--- src/rtl/otbn_pq_pkg.sv ---
// Shared types and constants for the PQ extension datapath blocks.
package otbn_pq_pkg;

   typedef enum logic {
      BitrevOpPq      = 1'b0,
      BitrevOpPqShift = 1'b1
   } bitrev_pq_op_e;

   localparam int BitrevMaxBits = 12;

   typedef enum logic [1:0] {
      Idle = 2'd0,
      Run  = 2'd1,
      Done = 2'd2
   } bitrev_swap_state_e;

endpackage

--- src/rtl/bitrev_var.sv ---
// Combinational bit reverse of the low n bits of value; bits at and above n
// in the result are zero.
module bitrev_var
   import otbn_pq_pkg::*;
#(
   parameter  int MaxBits = BitrevMaxBits,
   localparam int NbW     = $clog2(MaxBits + 1)
) (
   input  logic [MaxBits-1:0] value_i,
   input  logic [NbW-1:0]     n_i,
   output logic [MaxBits-1:0] rev_o
);

   logic [MaxBits-1:0] full_rev;
   logic [NbW-1:0]     shamt;

   // Reverse the whole word, then shift the wanted n bits down to the bottom.
   always_comb begin
      full_rev = '0;
      for (int k = 0; k < MaxBits; k++) begin
         full_rev[k] = value_i[MaxBits-1-k];
      end
      shamt = NbW'(MaxBits) - n_i;
      rev_o = full_rev >> shamt;
   end

endmodule

--- src/rtl/bitrev_swap_gen.sv ---
// Bit-reversal swap-pair address generator for in-place NTT reordering.
// Define OTBN_PQ_BITREV_SKIP_EN to emit only the i < j swap pairs.
module bitrev_swap_gen
   import otbn_pq_pkg::*;
#(
   parameter  int MaxBits = BitrevMaxBits,
   parameter  int AddrW   = 32,
   localparam int NbW     = $clog2(MaxBits + 1)
) (
   input  logic          clk_i,
   input  logic          rst_i,
   input  logic          start_i,
   input  logic [NbW-1:0] nof_bits_i,
   input  bitrev_pq_op_e op_i,
   input  logic [AddrW-1:0] base_i,
   output logic          busy_o,
   output logic          done_o,
   output logic          err_o,
   output logic          pair_valid_o,
   input  logic          pair_ready_i,
   output logic [AddrW-1:0] addr_a_o,
   output logic [AddrW-1:0] addr_b_o
);

   localparam int CntW = MaxBits + 1;

   function automatic logic [AddrW-1:0] idx_addr(input logic [AddrW-1:0] base,
                                                 input logic [CntW-1:0]  idx,
                                                 input bitrev_pq_op_e    op);
      logic [AddrW-1:0] off;
      off = AddrW'(idx);
      if (op == BitrevOpPqShift) begin
         off = off << 2;
      end
      return base + off;
   endfunction

   bitrev_swap_state_e state_q, state_d;
   logic [CntW-1:0]    cnt_q, cnt_d;
   logic [NbW-1:0]     n_p0, n_d;
   bitrev_pq_op_e      op_p0, op_d;
   logic [AddrW-1:0]   base_p0, base_d;
   logic               vld_p1, vld_d;
   logic [AddrW-1:0]   addr_a_p1, addr_a_d;
   logic [AddrW-1:0]   addr_b_p1, addr_b_d;
   logic               err_q, err_d;
   logic               done_q, done_d;

   logic [MaxBits-1:0] rev;
   logic [CntW-1:0]    end_cnt;
   logic               slot_free;
   logic               qualify;

   bitrev_var #(
      .MaxBits (MaxBits)
   ) u_bitrev_var (
      .value_i (cnt_q[MaxBits-1:0]),
      .n_i     (n_p0),
      .rev_o   (rev)
   );

   assign end_cnt   = CntW'(1) << n_p0;
   assign slot_free = !vld_p1 || pair_ready_i;

`ifdef OTBN_PQ_BITREV_SKIP_EN
   assign qualify = cnt_q < {1'b0, rev};
`else
   assign qualify = 1'b1;
`endif

   always_comb begin
      state_d  = state_q;
      cnt_d    = cnt_q;
      n_d      = n_p0;
      op_d     = op_p0;
      base_d   = base_p0;
      vld_d    = vld_p1;
      addr_a_d = addr_a_p1;
      addr_b_d = addr_b_p1;
      err_d    = 1'b0;
      done_d   = 1'b0;

      unique case (state_q)
         Idle: begin
            if (start_i) begin
               if ((nof_bits_i != '0) && (nof_bits_i <= NbW'(MaxBits))) begin
                  n_d     = nof_bits_i;
                  op_d    = op_i;
                  base_d  = base_i;
                  cnt_d   = '0;
                  state_d = Run;
               end else begin
                  err_d = 1'b1;
               end
            end
         end

         Run: begin
            // Nothing moves while a presented pair is stalled by the consumer.
            if (slot_free) begin
               if (cnt_q == end_cnt) begin
                  vld_d   = 1'b0;
                  state_d = Done;
               end else begin
                  vld_d = qualify;
                  if (qualify) begin
                     addr_a_d = idx_addr(base_p0, cnt_q, op_p0);
                     addr_b_d = idx_addr(base_p0, {1'b0, rev}, op_p0);
                  end
                  cnt_d = cnt_q + CntW'(1);
               end
            end
         end

         Done: begin
            done_d  = 1'b1;
            state_d = Idle;
         end

         default: begin
            state_d = Idle;
         end
      endcase
   end

   // Stage boundary: command latch, counter and output pair register.
   always_ff @(posedge clk_i) begin
      if (rst_i) begin
         state_q   <= Idle;
         cnt_q     <= '0;
         vld_p1    <= 1'b0;
         addr_a_p1 <= '0;
         addr_b_p1 <= '0;
         err_q     <= 1'b0;
         done_q    <= 1'b0;
      end else begin
         state_q   <= state_d;
         cnt_q     <= cnt_d;
         vld_p1    <= vld_d;
         addr_a_p1 <= addr_a_d;
         addr_b_p1 <= addr_b_d;
         err_q     <= err_d;
         done_q    <= done_d;
      end
   end

   always_ff @(posedge clk_i) begin
      n_p0    <= n_d;
      op_p0   <= op_d;
      base_p0 <= base_d;
   end

   assign busy_o       = (state_q != Idle);
   assign done_o       = done_q;
   assign err_o        = err_q;
   assign pair_valid_o = vld_p1;
   assign addr_a_o     = addr_a_p1;
   assign addr_b_o     = addr_b_p1;

endmodule

--- config.mk ---
export PLATFORM = sky130hd
export DESIGN_NAME = bitrev_swap_gen
export DESIGN_NICKNAME = d
export VERILOG_FILES = /design/src/rtl/otbn_pq_pkg.sv /design/src/rtl/bitrev_var.sv /design/src/rtl/bitrev_swap_gen.sv
export SDC_FILE = /design/constraint.sdc
export NUM_CORES = 1
export LEC_CHECK = 0
export ABC_AREA = 1
export CAP_MARGIN = 20
export CORE_ASPECT_RATIO = 0.5
export CORE_MARGIN = 2
export CORE_UTILIZATION = 55
export CTS_CLUSTER_SIZE = 12
export DETAILED_ROUTE_END_ITERATION = 10
export HOLD_SLACK_MARGIN = 0.08
export MAX_ROUTING_LAYER = met4
export PLACE_DENSITY = 0.81
export SYNTH_ARGS = -nofsm -noshare
export SYNTH_HDL_FRONTEND = slang
export SYNTH_SLANG_ARGS = --single-unit
--- constraint.sdc ---
create_clock -name clk_i -period 7.1 [get_ports clk_i]
set_input_delay 1.775 -clock clk_i [delete_from_list [all_inputs] [get_ports clk_i]]
set_output_delay 1.775 -clock clk_i [all_outputs]
set_load 0.01 [all_outputs]
==> results.json, run 1 <==
{
  "clk_path_buf_depth": 2,
  "firstDrtPassIters": 5,
  "vias": 8973,
  "drv_slew": 0,
  "dpl.hpwl_um": 19600,
  "hold_path.class": "register to register",
  "worst_slew_pin_slew_ns": 1.04,
  "grt_util_all_layers": 0.323,
  "slew_headroom": 0.306,
  "die_h_um": 92.1,
  "vias_per_cell": 5.32,
  "hold_path_depth": 1,
  "critPathRequiredTime_ns": 7.41,
  "grt_pass1_wl_um": 41200,
  "fp.dieW_um": 180,
  "async_flop_share": 0,
  "tritoncts": "done",
  "drive_above_1_share": 0.0243,
  "ys_seq_area_frac": 0.322,
  "grt_start_max_net_pins": 100,
  "start_util": 0.558,
  "leakage_nw": 4.88,
  "synth-edff-count": 37,
  "synth_top_cell_area_share": 0.208,
  "ant_nets": 0,
  "yosysMostFrequentCell": "nand2_1",
  "crit_path_end_kind": "register",
  "r2r-start": "n_p0[0]",
  "port_buffers": 108,
  "cts_made_buffers": 17,
  "antenna_found_initial": 0,
  "ys_ff_latch": 119,
  "drt_iter0_markers": 815,
  "crit_path_max_incr_delay_ns": 0.75,
  "worstSetupPathType": "register to register",
  "r2r-end": "addr_b_o[30]",
  "fin_tns_setup_ns": 0,
  "r2r_cells": 17,
  "wl_per_cell_um": 15.3,
  "cts.repair.resized": 0,
  "synth_cell_types": 38,
  "setup_viol_count_final": 0,
  "finalHoldViolCount": 0,
  "syn-num-nets": 1469,
  "area_delta_synth_final_pct": 19.7,
  "ir_drop_uv": 161,
  "clk_pin_slew_ns": 0.06,
  "crit_chain": "inv_1 > ha_1 > ha_1 > inv_1 > o31ai_1 > and2_1 > ha_1 > inv_1 > fa_1 > nor2_1 > nor2_1 > o21ai_0 > nand2_1 > nand2_1 > nand3_1 > a21oi_1 > nor2_1",
  "postCtsSetupRepairBufs": 0,
  "dp.cells": 1655,
  "instances_no_fill": 1687,
  "insertion_delay_ns": 0.43,
  "yosys.area.top_type": "nand2_1",
  "p_sw_w": 0.000709,
  "ctsRootBufferMaster": "clkbuf_16",
  "hold_end": "done_o",
  "core_area_mm2": 0.0153,
  "startpoint_type": "register",
  "p_int_w": 0.00155,
  "clock_sinks": 119,
  "cap_violations": 0,
  "grt-ovfl-total": 0,
  "fin_crit_ns": 4.44,
  "rsz0062_at_grt": "false",
  "antenna_cells": 0,
  "cpMaxStageDelayCell": "edfxtp_1",
  "post-route-period-util": 0.625,
  "finClkSkew_ns": 0.0110,
  "synth_area_leaders": "nand2_1 21%, dfxtp_1 19%, edfxtp_1 13%, nor2_1 9.1%, inv_1 7.9%",
  "io_pins": 109,
  "fmax_ghz": 0.225,
  "drcViolationCount": 0,
  "synth_area_per_cell_um2": 6.14,
  "critPathArrivalTime_ns": 4.74,
  "layout.nets": 1549,
  "yosys_warnings": 0,
  "comb_power_share": 0.245,
  "status": "finished clean",
  "clkPwrFrac": 0.390,
  "floorplan.rows": 32,
  "globalplace.congestion": 0.977,
  "yosys-top-cells-count": "474 x nand2_1, 207 x nor2_1, 179 x inv_1, 103 x nand3_1, 82 x dfxtp_1",
  "min_from": "state_q[0]",
  "critPathMaxFanout": 25,
  "r2r_setup_slack_ns": 2.66,
  "die_area_mm2": 0.0166,
  "htreeDepth": 4,
  "drt_wl_total_um": 25800,
  "synthCells": 1390,
  "p_seq_frac": 0.366,
  "swShare": 0.315,
  "ctsHoldBuffers": 0,
  "synth-main-ff-cell": "dfxtp_1",
  "p_per_area_mw_per_mm2": 221,
  "syn-cell-area_mm2": 0.00854,
  "first_global_vias": 8027,
  "power_w": 0.00226
}
registers in the layout, indices dropped and copies added (netlist names):
| name | flops |
|---|---|
| done_o | 1 |
| op_p0 | 1 |
| n_p0 | 4 |
| addr_b_o | 32 |
| base_p0 | 32 |
| state_q | 2 |
| pair_valid_o | 1 |
| addr_a_o | 32 |
| err_o | 1 |
| cnt_q | 13 |
worst max path at each step:
stage,start,endpoint,slack [ns],cells past startpoint
floorplan,n_p0[0],addr_b_o[30],3.56,20
global placement,pair_ready_i,addr_a_o[14],2.92,7
detailed placement,n_p0[0],addr_b_o[30],2.73,17
CTS,n_p0[0],addr_b_o[30],2.70,17
global route,n_p0[0],addr_b_o[30],2.20,17
finish,n_p0[0],addr_b_o[30],2.66,17
critical path: cells and delay by family (launching register included):
family	cells	cell delay (ns)
fa+ha+maj	4	1.36
buf+inv	3	0.51
simple gates	7	0.92
compound gates	3	0.75
flops	1	0.75
area by class of cell:
cell class / count / area [um^2]
clock inverters: 11 / 130
flip-flops and latches: 119 / 2750
repair buffers: 109 / 1090
fillers: 1380 / 5070
multi-input cells: 1040 / 4860
inverters: 183 / 687
well taps: 204 / 255
clock buffers: 21 / 450
cell families (layout without fill, tap and decap cells):
group / after synthesis / in the layout / synth area share
simple gates: 846 / 846 / 0.403
buf+inv: 231 / 324 / 0.109
compound gates: 128 / 128 / 0.0793
flops: 119 / 119 / 0.322
fa+ha+maj: 38 / 38 / 0.0575
xor+xnor: 26 / 26 / 0.0267
mux: 2 / 2 / 0.00235
cell usage in the layout (no fill, tap or decap), types with 4 or more instances in the layout:
master	netlist	routed
nand2_1	474	474
nor2_1	207	207
inv_1	179	179
clkdlybuf4s50_1	0	108
nand3_1	103	103
dfxtp_1	82	82
o21ai_0	67	67
a21oi_1	46	46
edfxtp_1	37	37
ha_1	36	36
nor3_1	25	25
xor2_1	23	23
nand4_1	21	21
clkbuf_16	0	17
o211ai_1	5	5
inv_2	4	4
and2_1	4	4
nand3b_1	4	4
clkinv_2	0	4
power groups by stage:
stage | registers [W] | logic, W | clock network (W)
after floorplan | 0.000838 | 0.000340 | 0
after global placement | 0.000836 | 0.000535 | 0
after detailed placement | 0.000838 | 0.000543 | 0
after CTS | 0.000824 | 0.000547 | 0.000882
after global routing | 0.000832 | 0.000613 | 0.000912
final | 0.000825 | 0.000552 | 0.000879
layer usage:
layer  global-route usage  share of wire  vias to the layer above  wire, um
li1                     -              -                     4538         -
met1                0.433           0.47                     4057     12100
met2                0.499           0.44                      321     11300
met3               0.0536          0.069                       57      1780
met4                0.106          0.027                        0       695
met5                    -              0                        -         0
through the flow:
step | utilization | instance area [um^2] | setup slack, ns | hold WS, ns
after global routing | 0.668 | 10200 | 2.20 | 0.498
after CTS | 0.668 | 10200 | 2.70 | 0.450
final | 0.668 | 10200 | 2.66 | 0.452
after global placement | 0.630 | 9640 | 2.92 | 0.437
after detailed placement | 0.630 | 9640 | 2.73 | 0.443
after floorplan | - | 8540 | 3.56 | 0.422
No activity file was read; power rests on OpenSTA's default activity.
==> run 2: changes to the inputs <==
==> constraint.sdc (replaced) <==
create_clock -name clk_i -period 4.2 [get_ports clk_i]
set_input_delay 1.05 -clock clk_i [delete_from_list [all_inputs] [get_ports clk_i]]
set_output_delay 1.05 -clock clk_i [all_outputs]
set_load 0.01 [all_outputs]
==> run 2 against run 1 <==
Count of clock-buffer cells in the layout grew 3. Sequential cell count stayed put. Fmax is 13% higher. Core utilization grew 0.53 points. Cell count up 0.53%. Worst hold slack got worse by 0.014 ns. Sequential power rose by 68%. Global-route usage increased by 0.52 points. Setup slack worse by 2.4 ns. Routed wire length up 0.91%.
==> results.json, run 2 (synthesis results as in run 1) <==
{
  "clk_path_buf_depth": 2,
  "wl_met1_um": 11600,
  "layout.nets": 1558,
  "final_area_mm2": 0.0103,
  "clock_sinks": 119,
  "leakage_nw": 4.91,
  "core_area_mm2": 0.0153,
  "cts_made_buffers": 17,
  "comb_power_share": 0.249,
  "final_common_cell": "nand2_1",
  "met3_length_um": 1890,
  "fin_util": 0.674,
  "start_util": 0.558,
  "r2r-end": "addr_b_o[22]",
  "die_area_mm2": 0.0166,
  "io_pins": 109,
  "grt_pass1_wl_um": 41900,
  "htreeDepth": 4,
  "r2r_setup_slack_ns": 0.27,
  "post-route-period-util": 0.936,
  "grt-ovfl-total": 0,
  "antenna_cells": 0,
  "startpoint_type": "register",
  "ctsRootBufferMaster": "clkbuf_16",
  "clkPwrFrac": 0.388,
  "swShare": 0.315,
  "ir_drop_uv": 281,
  "globalplace.congestion": 1.01,
  "die_h_um": 92.1,
  "vias_per_cell": 5.36,
  "wl_met2_um": 11900,
  "highest_layer": "met4",
  "seqCellArea_mm2": 0.00275,
  "firstDrtPassIters": 5,
  "r2r-start": "n_p0[2]",
  "p_int_w": 0.00262,
  "drt_wl_total_um": 26100,
  "insertion_delay_ns": 0.43,
  "dpl_cell_area_mm2": 0.00968,
  "vias": 9093,
  "antenna_found_initial": 0,
  "cap_violations": 0,
  "p_per_area_mw_per_mm2": 371,
  "layout_common_cells": "474 x nand2_1, 207 x nor2_1, 177 x inv_1",
  "critPathArrivalTime_ns": 4.24,
  "critical_path.endpoint": "addr_b_o[22]",
  "fin_tns_setup_ns": 0,
  "multi_input_area_mm2": 0.00486,
  "worstSetupPathType": "register to register",
  "dpl.hpwl_um": 20200,
  "drv_slew": 0,
  "p_sw_w": 0.00121,
  "finalHoldViolCount": 0,
  "drcViolationCount": 0,
  "ant_nets": 0,
  "grt_start_max_net_pins": 57,
  "finClkSkew_ns": 0.00978,
  "critPathRequiredTime_ns": 4.51,
  "fmax_ghz": 0.254,
  "fp.dieW_um": 180,
  "grt_util_all_layers": 0.328,
  "crit_path_end_kind": "register",
  "clk_pin_slew_ns": 0.06,
  "worst_slew_pin_slew_ns": 0.707,
  "area_delta_synth_final_pct": 20.7,
  "floorplan.rows": 32,
  "critPathMaxFanout": 12,
  "crit_start": "n_p0[2]",
  "setup_viol_count_final": 0,
  "fin_crit_ns": 3.93,
  "r2r_cells": 16,
  "status": "finished clean",
  "p_seq_frac": 0.363,
  "tritoncts": "done",
  "drive_above_1_share": 0.0328,
  "drt_iter0_markers": 849,
  "slew_headroom": 0.528,
  "wl_per_cell_um": 15.4,
  "rsz0062_at_grt": "false",
  "first_global_vias": 8336,
  "port_buffers": 108,
  "nFillCells": 1408,
  "hold_path.class": "register to register"
}
run 2: changes by cell type in the layout (fill, tap and decap cells not counted):
cell / previous run / this run
clkinvlp_4: 0 / 2
clkbuf_8: 1 / 2
buf_4: 1 / 10
clkinv_1: 3 / 1
ha_1: 36 / 35
clkbuf_1: 3 / 4
clkbuf_16: 17 / 18
clkinv_2: 4 / 3
bufinv_16: 3 / 2
inv_1: 179 / 177
ha_2: 0 / 1
inv_2: 4 / 5
run 2: final cells by class:
class | count | area share
clock buffer | 24 | 0.0479
inverter | 183 | 0.0670
sequential | 119 | 0.267
multi-input combinational | 1040 | 0.472
timing repair buffer | 118 | 0.112
clock inverter | 8 | 0.00923
tap | 204 | 0.0248
run 2: how the worst min path moves through the flow:
stage | cells past startpoint | startpoint | endpoint
2_1_floorplan | 1 | state_q[0] | done_o
3_3_place_gp | 1 | state_q[0] | done_o
3_5_place_dp | 1 | state_q[0] | done_o
4_1_cts | 1 | state_q[0] | done_o
5_1_grt | 1 | state_q[0] | done_o
6_report | 1 | state_q[0] | done_o
run 2: metrics by stage:
stage	cells	total power, W	hold slack [ns]	setup WS, ns
2_1_floorplan	1390	0.00199	0.422	0.661
3_3_place_gp	1661	0.00232	0.434	0.579
3_5_place_dp	1661	0.00234	0.441	0.408
4_1_cts	1693	0.00381	0.442	0.304
5_1_grt	1696	0.00400	0.476	0.0128
6_report	1696	0.00383	0.438	0.269
run 2: power groups by stage:
stage               Clock [W]  Combinational, W  Sequential, W
floorplan                   0          0.000574        0.00142
global placement            0          0.000916        0.00141
detailed placement          0          0.000931        0.00141
CTS                   0.00149          0.000937        0.00139
global route          0.00154           0.00106        0.00140
finish                0.00148          0.000954        0.00139
run 2: critical path, stage by stage, from the launching register on:
cell      delay (ns)
edfxtp_1        0.50
inv_2           0.18
ha_1            0.53
inv_1           0.24
o31ai_1         0.33
and2_1          0.17
ha_1            0.15
inv_1           0.06
fa_1            0.43
nor2_1          0.13
nor2_1          0.09
o21ai_0         0.26
nand2_1         0.14
nand2_1         0.21
nand3_1         0.12
a21oi_1         0.22
nor2_1          0.07
run 2: per-layer routing:
layer / vias up / GRT usage
met3: 72 / 0.0584
met5: - / -
met4: 0 / 0.110
met1: 4108 / 0.414
li1: 4543 / -
met2: 370 / 0.537
run 2: what timing repair did:
item | CTS | global route
resized for setup | 0 | 3
hold buffers | 0 | 0
buffers inserted | 0 | 3
setup endpoints to repair | 0 | 3
